<file path="src/rtl/gc_command_translator_if.sv">
// Bus bundle for gc_command_translator: GC command FIFO pop side, DRAM read port, and
// flash channel command write side.
interface gc_command_translator_if #(
    parameter int unsigned DRAM_IO_WIDTH    = 256,
    parameter int unsigned DRAM_ADDR_WIDTH  = 29,
    parameter int unsigned COMMAND_WIDTH    = 128,
    parameter int unsigned GC_COMMAND_WIDTH = 29
);
    logic                        gc_command_fifo_empty;
    logic [GC_COMMAND_WIDTH-1:0] gc_command_fifo_out;
    logic                        gc_command_fifo_rd_en;

    logic                        dram_request;
    logic                        dram_permit;
    logic                        release_dram;
    logic                        dram_en;
    logic                        dram_read_or_write;
    logic [DRAM_ADDR_WIDTH-1:0]  addr_to_dram;
    logic                        dram_ready;
    logic                        rd_data_valid;
    logic [DRAM_IO_WIDTH-1:0]    data_from_dram;

    logic                        command_fifo_prog_full;
    logic [COMMAND_WIDTH-1:0]    command_out;
    logic                        command_out_en;

    modport master (
        input  gc_command_fifo_empty, gc_command_fifo_out,
        output gc_command_fifo_rd_en,
        output dram_request, release_dram, dram_en, dram_read_or_write, addr_to_dram,
        input  dram_permit, dram_ready, rd_data_valid, data_from_dram,
        input  command_fifo_prog_full,
        output command_out, command_out_en
    );

    modport slave (
        output gc_command_fifo_empty, gc_command_fifo_out,
        input  gc_command_fifo_rd_en,
        input  dram_request, release_dram, dram_en, dram_read_or_write, addr_to_dram,
        output dram_permit, dram_ready, rd_data_valid, data_from_dram,
        output command_fifo_prog_full,
        input  command_out, command_out_en
    );
endinterface

</file>
<file path="src/rtl/gc_command_translator.sv">
// Pops GC commands, resolves MOVE logical pages through the DRAM L2P table and emits flash commands.
// Define GC_TRANSLATOR_STATS_EN to add move/erase/stale-drop event counters.
module gc_command_translator #(
    parameter int unsigned PHYSICAL_ADDR_WIDTH = 25,
    parameter int unsigned DRAM_IO_WIDTH       = 256,
    parameter int unsigned DRAM_ADDR_WIDTH     = 29,
    parameter int unsigned COMMAND_WIDTH       = 128,
    parameter int unsigned GC_COMMAND_WIDTH    = 29,
    parameter logic [DRAM_ADDR_WIDTH-1:0] L2P_TABLE_BASE = 29'h0,
    parameter logic [1:0] MOVE  = 2'b10,
    parameter logic [1:0] ERASE = 2'b11
) (
    input  logic        clk,
    input  logic        reset,
`ifdef GC_TRANSLATOR_STATS_EN
    output logic [31:0] move_count,
    output logic [31:0] erase_count,
    output logic [31:0] stale_drop_count,
`endif
    gc_command_translator_if.master bus
);
    localparam int unsigned LOGICAL_W = GC_COMMAND_WIDTH - 1;
    localparam int unsigned ENTRY_W   = 32;
    localparam int unsigned BUF_W     = 2 * DRAM_IO_WIDTH;
    localparam int unsigned PAD_W     = COMMAND_WIDTH - 2 - PHYSICAL_ADDR_WIDTH - LOGICAL_W;
    localparam int unsigned ERASE_BIT = GC_COMMAND_WIDTH - 1;

    typedef enum logic [3:0] {
        IDLE, POP, LATCH, APPLY_DRAM, WAIT_PERMIT, READ_CMD,
        RECV0, RECV1, EXTRACT, CHECK, WAIT_OUT
    } state_t;

    state_t                         state_q, state_d;
    logic [GC_COMMAND_WIDTH-1:0]    cmd_q, cmd_d;
    logic [BUF_W-1:0]               buf_q, buf_d;
    logic [ENTRY_W-1:0]             entry_q, entry_d;
    logic [PHYSICAL_ADDR_WIDTH-1:0] phys_q, phys_d;
    logic                           rd_en_q, rd_en_d;
    logic                           request_q, request_d;
    logic                           release_q, release_d;
    logic                           dram_en_q, dram_en_d;
    logic                           read_q, read_d;
    logic [DRAM_ADDR_WIDTH-1:0]     addr_q, addr_d;
    logic [COMMAND_WIDTH-1:0]       cmd_out_q, cmd_out_d;
    logic                           cmd_out_en_q, cmd_out_en_d;
`ifdef GC_TRANSLATOR_STATS_EN
    logic [31:0] move_cnt_q, move_cnt_d;
    logic [31:0] erase_cnt_q, erase_cnt_d;
    logic [31:0] stale_cnt_q, stale_cnt_d;
`endif

    always_ff @(posedge clk or posedge reset) begin
        if (reset) begin
            state_q      <= IDLE;
            cmd_q        <= '0;
            buf_q        <= '0;
            entry_q      <= '0;
            phys_q       <= '0;
            rd_en_q      <= 1'b0;
            request_q    <= 1'b0;
            release_q    <= 1'b0;
            dram_en_q    <= 1'b0;
            read_q       <= 1'b0;
            addr_q       <= '0;
            cmd_out_q    <= '0;
            cmd_out_en_q <= 1'b0;
`ifdef GC_TRANSLATOR_STATS_EN
            move_cnt_q   <= '0;
            erase_cnt_q  <= '0;
            stale_cnt_q  <= '0;
`endif
        end else begin
            state_q      <= state_d;
            cmd_q        <= cmd_d;
            buf_q        <= buf_d;
            entry_q      <= entry_d;
            phys_q       <= phys_d;
            rd_en_q      <= rd_en_d;
            request_q    <= request_d;
            release_q    <= release_d;
            dram_en_q    <= dram_en_d;
            read_q       <= read_d;
            addr_q       <= addr_d;
            cmd_out_q    <= cmd_out_d;
            cmd_out_en_q <= cmd_out_en_d;
`ifdef GC_TRANSLATOR_STATS_EN
            move_cnt_q   <= move_cnt_d;
            erase_cnt_q  <= erase_cnt_d;
            stale_cnt_q  <= stale_cnt_d;
`endif
        end
    end

    // Level outputs hold by default; rd_en, release and command strobe are single-cycle pulses.
    always_comb begin
        state_d      = state_q;
        cmd_d        = cmd_q;
        buf_d        = buf_q;
        entry_d      = entry_q;
        phys_d       = phys_q;
        rd_en_d      = 1'b0;
        request_d    = request_q;
        release_d    = 1'b0;
        dram_en_d    = dram_en_q;
        read_d       = read_q;
        addr_d       = addr_q;
        cmd_out_d    = cmd_out_q;
        cmd_out_en_d = 1'b0;
`ifdef GC_TRANSLATOR_STATS_EN
        move_cnt_d   = move_cnt_q;
        erase_cnt_d  = erase_cnt_q;
        stale_cnt_d  = stale_cnt_q;
`endif
        case (state_q)
            IDLE: begin
                if (!bus.gc_command_fifo_empty) begin
                    rd_en_d = 1'b1;
                    state_d = POP;
                end
            end
            // FIFO read data becomes valid the cycle after the pop strobe.
            POP: state_d = LATCH;
            LATCH: begin
                cmd_d = bus.gc_command_fifo_out;
                if (bus.gc_command_fifo_out[ERASE_BIT]) begin
                    phys_d  = bus.gc_command_fifo_out[PHYSICAL_ADDR_WIDTH-1:0];
                    state_d = WAIT_OUT;
                end else begin
                    state_d = APPLY_DRAM;
                end
            end
            APPLY_DRAM: begin
                request_d = 1'b1;
                state_d   = WAIT_PERMIT;
            end
            WAIT_PERMIT: begin
                if (bus.dram_permit) begin
                    request_d = 1'b0;
                    dram_en_d = 1'b1;
                    read_d    = 1'b1;
                    addr_d    = L2P_TABLE_BASE
                              + DRAM_ADDR_WIDTH'({cmd_q[LOGICAL_W-1:4], 3'b000});
                    state_d   = READ_CMD;
                end
            end
            READ_CMD: begin
                if (bus.dram_ready) begin
                    dram_en_d = 1'b0;
                    read_d    = 1'b0;
                    state_d   = RECV0;
                end
            end
            RECV0: begin
                if (bus.rd_data_valid) begin
                    buf_d[DRAM_IO_WIDTH-1:0] = bus.data_from_dram;
                    state_d = RECV1;
                end
            end
            RECV1: begin
                if (bus.rd_data_valid) begin
                    buf_d[BUF_W-1:DRAM_IO_WIDTH] = bus.data_from_dram;
                    state_d = EXTRACT;
                end
            end
            EXTRACT: begin
                entry_d = buf_q[{cmd_q[3:0], 5'd0} +: ENTRY_W];
                state_d = CHECK;
            end
            // DRAM is released here on both the resolved and the stale path.
            CHECK: begin
                release_d = 1'b1;
                if (entry_q == {ENTRY_W{1'b1}}) begin
`ifdef GC_TRANSLATOR_STATS_EN
                    stale_cnt_d = stale_cnt_q + 32'd1;
`endif
                    state_d = IDLE;
                end else begin
                    phys_d  = entry_q[PHYSICAL_ADDR_WIDTH-1:0];
                    state_d = WAIT_OUT;
                end
            end
            WAIT_OUT: begin
                if (!bus.command_fifo_prog_full) begin
                    cmd_out_en_d = 1'b1;
                    if (cmd_q[ERASE_BIT]) begin
                        cmd_out_d = {ERASE, phys_q, {LOGICAL_W{1'b0}}, {PAD_W{1'b0}}};
`ifdef GC_TRANSLATOR_STATS_EN
                        erase_cnt_d = erase_cnt_q + 32'd1;
`endif
                    end else begin
                        cmd_out_d = {MOVE, phys_q, cmd_q[LOGICAL_W-1:0], {PAD_W{1'b0}}};
`ifdef GC_TRANSLATOR_STATS_EN
                        move_cnt_d = move_cnt_q + 32'd1;
`endif
                    end
                    state_d = IDLE;
                end
            end
            default: state_d = IDLE;
        endcase
    end

    assign bus.gc_command_fifo_rd_en = rd_en_q;
    assign bus.dram_request          = request_q;
    assign bus.release_dram          = release_q;
    assign bus.dram_en               = dram_en_q;
    assign bus.dram_read_or_write    = read_q;
    assign bus.addr_to_dram          = addr_q;
    assign bus.command_out           = cmd_out_q;
    assign bus.command_out_en        = cmd_out_en_q;
`ifdef GC_TRANSLATOR_STATS_EN
    assign move_count       = move_cnt_q;
    assign erase_count      = erase_cnt_q;
    assign stale_drop_count = stale_cnt_q;
`endif
endmodule
</file>
<file path="src/flat_wrapper.sv">
// flat-port wrapper written by rule: the top's interface ports become plain ports
module gc_command_translator_flat 
#(
    parameter int unsigned PHYSICAL_ADDR_WIDTH = 25,
    parameter int unsigned DRAM_IO_WIDTH       = 256,
    parameter int unsigned DRAM_ADDR_WIDTH     = 29,
    parameter int unsigned COMMAND_WIDTH       = 128,
    parameter int unsigned GC_COMMAND_WIDTH    = 29,
    parameter logic [DRAM_ADDR_WIDTH-1:0] L2P_TABLE_BASE = 29'h0,
    parameter logic [1:0] MOVE  = 2'b10,
    parameter logic [1:0] ERASE = 2'b11
)
  (clk, reset, bus_gc_command_fifo_empty, bus_gc_command_fifo_out, bus_gc_command_fifo_rd_en, bus_dram_request, bus_release_dram, bus_dram_en, bus_dram_read_or_write, bus_addr_to_dram, bus_dram_permit, bus_dram_ready, bus_rd_data_valid, bus_data_from_dram, bus_command_fifo_prog_full, bus_command_out, bus_command_out_en);
  gc_command_translator_if #(.DRAM_IO_WIDTH(DRAM_IO_WIDTH), .DRAM_ADDR_WIDTH(DRAM_ADDR_WIDTH), .COMMAND_WIDTH(COMMAND_WIDTH), .GC_COMMAND_WIDTH(GC_COMMAND_WIDTH)) bus_i ();
  input  logic clk;
  input  logic reset;
  input wire logic [$bits(bus_i.gc_command_fifo_empty)-1:0] bus_gc_command_fifo_empty;
  input wire logic [$bits(bus_i.gc_command_fifo_out)-1:0] bus_gc_command_fifo_out;
  output wire logic [$bits(bus_i.gc_command_fifo_rd_en)-1:0] bus_gc_command_fifo_rd_en;
  output wire logic [$bits(bus_i.dram_request)-1:0] bus_dram_request;
  output wire logic [$bits(bus_i.release_dram)-1:0] bus_release_dram;
  output wire logic [$bits(bus_i.dram_en)-1:0] bus_dram_en;
  output wire logic [$bits(bus_i.dram_read_or_write)-1:0] bus_dram_read_or_write;
  output wire logic [$bits(bus_i.addr_to_dram)-1:0] bus_addr_to_dram;
  input wire logic [$bits(bus_i.dram_permit)-1:0] bus_dram_permit;
  input wire logic [$bits(bus_i.dram_ready)-1:0] bus_dram_ready;
  input wire logic [$bits(bus_i.rd_data_valid)-1:0] bus_rd_data_valid;
  input wire logic [$bits(bus_i.data_from_dram)-1:0] bus_data_from_dram;
  input wire logic [$bits(bus_i.command_fifo_prog_full)-1:0] bus_command_fifo_prog_full;
  output wire logic [$bits(bus_i.command_out)-1:0] bus_command_out;
  output wire logic [$bits(bus_i.command_out_en)-1:0] bus_command_out_en;
  assign bus_i.gc_command_fifo_empty = bus_gc_command_fifo_empty;
  assign bus_i.gc_command_fifo_out = bus_gc_command_fifo_out;
  assign bus_gc_command_fifo_rd_en = bus_i.gc_command_fifo_rd_en;
  assign bus_dram_request = bus_i.dram_request;
  assign bus_release_dram = bus_i.release_dram;
  assign bus_dram_en = bus_i.dram_en;
  assign bus_dram_read_or_write = bus_i.dram_read_or_write;
  assign bus_addr_to_dram = bus_i.addr_to_dram;
  assign bus_i.dram_permit = bus_dram_permit;
  assign bus_i.dram_ready = bus_dram_ready;
  assign bus_i.rd_data_valid = bus_rd_data_valid;
  assign bus_i.data_from_dram = bus_data_from_dram;
  assign bus_i.command_fifo_prog_full = bus_command_fifo_prog_full;
  assign bus_command_out = bus_i.command_out;
  assign bus_command_out_en = bus_i.command_out_en;
  gc_command_translator #(.PHYSICAL_ADDR_WIDTH(PHYSICAL_ADDR_WIDTH), .DRAM_IO_WIDTH(DRAM_IO_WIDTH), .DRAM_ADDR_WIDTH(DRAM_ADDR_WIDTH), .COMMAND_WIDTH(COMMAND_WIDTH), .GC_COMMAND_WIDTH(GC_COMMAND_WIDTH), .L2P_TABLE_BASE(L2P_TABLE_BASE), .MOVE(MOVE), .ERASE(ERASE)) u_core (.clk(clk), .reset(reset), .bus(bus_i));
endmodule
</file>
<file path="config.mk">
export PLATFORM = sky130hd
export DESIGN_NAME = gc_command_translator_flat
export DESIGN_NICKNAME = d
export VERILOG_FILES = /design/src/rtl/gc_command_translator_if.sv /design/src/rtl/gc_command_translator.sv /design/src/flat_wrapper.sv
export SDC_FILE = /design/constraint.sdc
export NUM_CORES = 1
export LEC_CHECK = 0
export ABC_AREA = 0
export BUFFER_PORTS_ARGS = -buffer_cell sky130_fd_sc_hd__buf_4
export CAP_MARGIN = 20
export CORE_ASPECT_RATIO = 1.2
export CORE_MARGIN = 2
export CORE_UTILIZATION = 55
export DETAILED_ROUTE_END_ITERATION = 8
export PLACE_DENSITY = 0.8
export SYNTH_ARGS = -nofsm -noshare
export SYNTH_HDL_FRONTEND = slang
export SYNTH_SLANG_ARGS = --single-unit
</file>
<file path="constraint.sdc">
create_clock -name clk -period 32.3 [get_ports clk]
set_input_delay 6.46 -clock clk [delete_from_list [all_inputs] [get_ports clk]]
set_output_delay 6.46 -clock clk [all_outputs]
set_load 0.02 [all_outputs]
</file>
==> impl_metrics.yaml <==
floorplanning:
  die_h_um: 266
  coreArea_sq_um: 56200
  start_util: 0.558
  row_count: 95
  die_area_sq_um: 58900
  die_w_um: 222
  num_io_pins: 455
drt:
  vias_per_cell: 5.80
  first_iter_violations: 1315
  postRouteAntennaNets: 0
  first_pass_iters: 5
  post_drt_wl_per_cell_um: 25.0
  routed_wl_um: 82900
  vias: 19200
  drt_drc_violations_left: 0
timing:
  finalCriticalPeriod_ns: 9.03
  fmax_mhz: 111
  slew_violations: 0
  skew_ns: 0.0223
  finalSetupViolCount: 0
  tightest_slew_ns: 1.12
  period_share: 0.280
  fin_setup_tns_ns: 0
  final-hold-violation-count: 0
  relSlewSlack: 0.253
  rsz0062_at_grt: "false"
logic_synthesis:
  yosysWarnings: 0
  async_reset_ff_frac: 1.00
  ys_types: 44
  seq_area_frac_synth: 0.547
  synthCells: 2215
  syn_area_sq_um: 31400
  synth-seq-cells: 686
  avgSynthCellArea_sq_um: 14.2
  synthFlopType: "dfrtp_1"
  synth_edf_count: 0
place:
  port_buffers: 376
  gp_congestion: 0.880
  place_inst: 3185
  dpl.hpwl_um: 57700
worst_hold_path:
  hold_path_depth: 1
  hold_end: "u_core.bus.command_out[127]"
  min_path_type: "register to register"
  hold_start: "u_core.bus.command_out[127]"
global_routing:
  grt_pass1_vias: 20800
  antenna_found_initial: 6
  overflow: 0
  track_usage: 0.281
  grt_pass1_wl_um: 125000
  grt_max_degree: 200
critical_path:
  reg2reg_from: "u_core.state_q[2]"
  cp_max_fo: 56
  worstReg2RegEnd: "u_core.buf_q[382]"
  r2r_setup_slack_ns: 28.22
  r2r_cells: 5
  crit_arrival_ns: 9.50
  worstSetupStartpointType: "input port"
  crit_required_ns: 32.77
  worst-setup-path-type: "input port to register"
  end_kind: "register"
power:
  cellPowerDensity_nw_per_um2: 107
  power_mw: 3.91
  ir_drop_mv: 0.0622
  p_leak_nw: 16.7
clock_tree:
  cts_num_sinks: 686
  clock_latency_ns: 0.61
  cts-root-buf: "clkbuf_16"
  cts_max_level: 3
  cts_resized: 0
  clockBufferDepth: 3
  cts_tree: "yes"
  cts_hold_buf: 0
  clk_pin_slew_worst_paths_ns: 0.06
  post_cts_buffers: 0
  cts_buffers: 69
flow_run:
  maxCapViolCount: 0
cells_and_area:
  finalNonFillerCells: 3311
  drive_gt1_frac: 0.395
  area_delta_synth_final_pct: 16.3
  layout_commonest_cell: "dfrtp_1"
  fin_nets: 2822
  mostFrequentLayoutCells: "684 x dfrtp_1, 399 x buf_4, 225 x mux2_2, 200 x mux2_4, 190 x nand2_1"
status:
  outcome: "finished clean"
Yosys cell counts, drive strengths merged (3+ instances only):
| cell type | count | area share |
|---|---|---|
| dfrtp | 686 | 0.55 |
| mux2 | 565 | 0.23 |
| buf | 190 | 0.047 |
| nand2 | 190 | 0.023 |
| mux2i | 128 | 0.041 |
| nor2 | 65 | 0.0079 |
| a22oi | 64 | 0.015 |
| mux4 | 64 | 0.046 |
| clkbuf | 45 | 0.0054 |
| a21oi | 37 | 0.0059 |
| a31oi | 34 | 0.0068 |
| nand4 | 33 | 0.0066 |
| o21ai | 33 | 0.0053 |
| o22ai | 25 | 0.0050 |
| nand3 | 12 | 0.0021 |
| nor2b | 11 | 0.0023 |
| inv | 6 | 0.00072 |
| and2 | 3 | 0.00060 |
| nand2b | 3 | 0.00060 |
| nor4 | 3 | 0.00060 |
flip-flops by register name, indices dropped and copies added, names as in the netlist:
signal	flops
u_core.phys_q	25
u_core.bus.dram_request	1
u_core.bus.release_dram	1
u_core.entry_q	32
u_core.bus.command_out	55
u_core.cmd_q	29
u_core.bus.gc_command_fifo_rd_en	1
u_core.bus.addr_to_dram	24
u_core.state_q	4
u_core.bus.dram_read_or_write	1
u_core.bus.command_out_en	1
u_core.buf_q	512
critical path: stages:
cell    delay, ns
buf_4        0.10
and4_4       0.75
buf_4        0.87
buf_4        0.76
mux2_2       0.42
power by group:
part / total [mW] / internal, mW / switching (mW)
clock network: 0.858 / 0.519 / 0.339
registers: 1.60 / 1.29 / 0.311
logic: 1.45 / 0.773 / 0.681
metal layers:
layer  wire length, um  vias to the layer above  GRT usage
li1                  -                     8415          -
met1             30300                     9937      0.324
met2             43200                      679      0.499
met3              5020                      165     0.0558
met4              4440                       10      0.148
met5                60                        -          0
final cells by class:
cell class	count	area [sq um]
diodes	1	2.50
clock buffers	94	2020
clock inverters	30	413
fillers	4093	19800
inverters	7	33.8
multi-input cells	1364	12900
flip-flops and latches	686	17200
well taps	727	910
repair buffers	402	3060
cell families (layout without fill, tap and decap cells):
| family | after synthesis | after routing | synth area share |
|---|---|---|---|
| AO/OA/AOI/OAI | 199 | 199 | 0.0398 |
| buffers and inverters | 242 | 533 | 0.0531 |
| other | 1 | 79 | 0.000120 |
| flip-flops | 686 | 686 | 0.547 |
| multiplexers | 757 | 757 | 0.314 |
| AND/OR/NAND/NOR | 330 | 330 | 0.0459 |
through the flow:
stage	cell area [sq um]	util	setup WS, ns	hold WS, ns
3_5_place_dp	34000	0.605	22.68	0.453
5_1_grt	36500	0.649	23.13	0.477
3_3_place_gp	34000	0.605	22.76	0.451
2_1_floorplan	31600	-	6.61	0.439
4_1_cts	36400	0.648	23.29	0.471
6_report	36500	0.649	23.27	0.467
how the worst max path moves through the flow:
stage / startpoint / to
floorplan: reset / u_core.buf_q[0]
global placement: bus_rd_data_valid / u_core.buf_q[382]
detailed placement: bus_rd_data_valid / u_core.buf_q[382]
CTS: bus_rd_data_valid / u_core.buf_q[382]
global route: bus_rd_data_valid / u_core.buf_q[382]
finish: bus_rd_data_valid / u_core.buf_q[382]
Note: power is estimated with default switching activity, not from simulation.
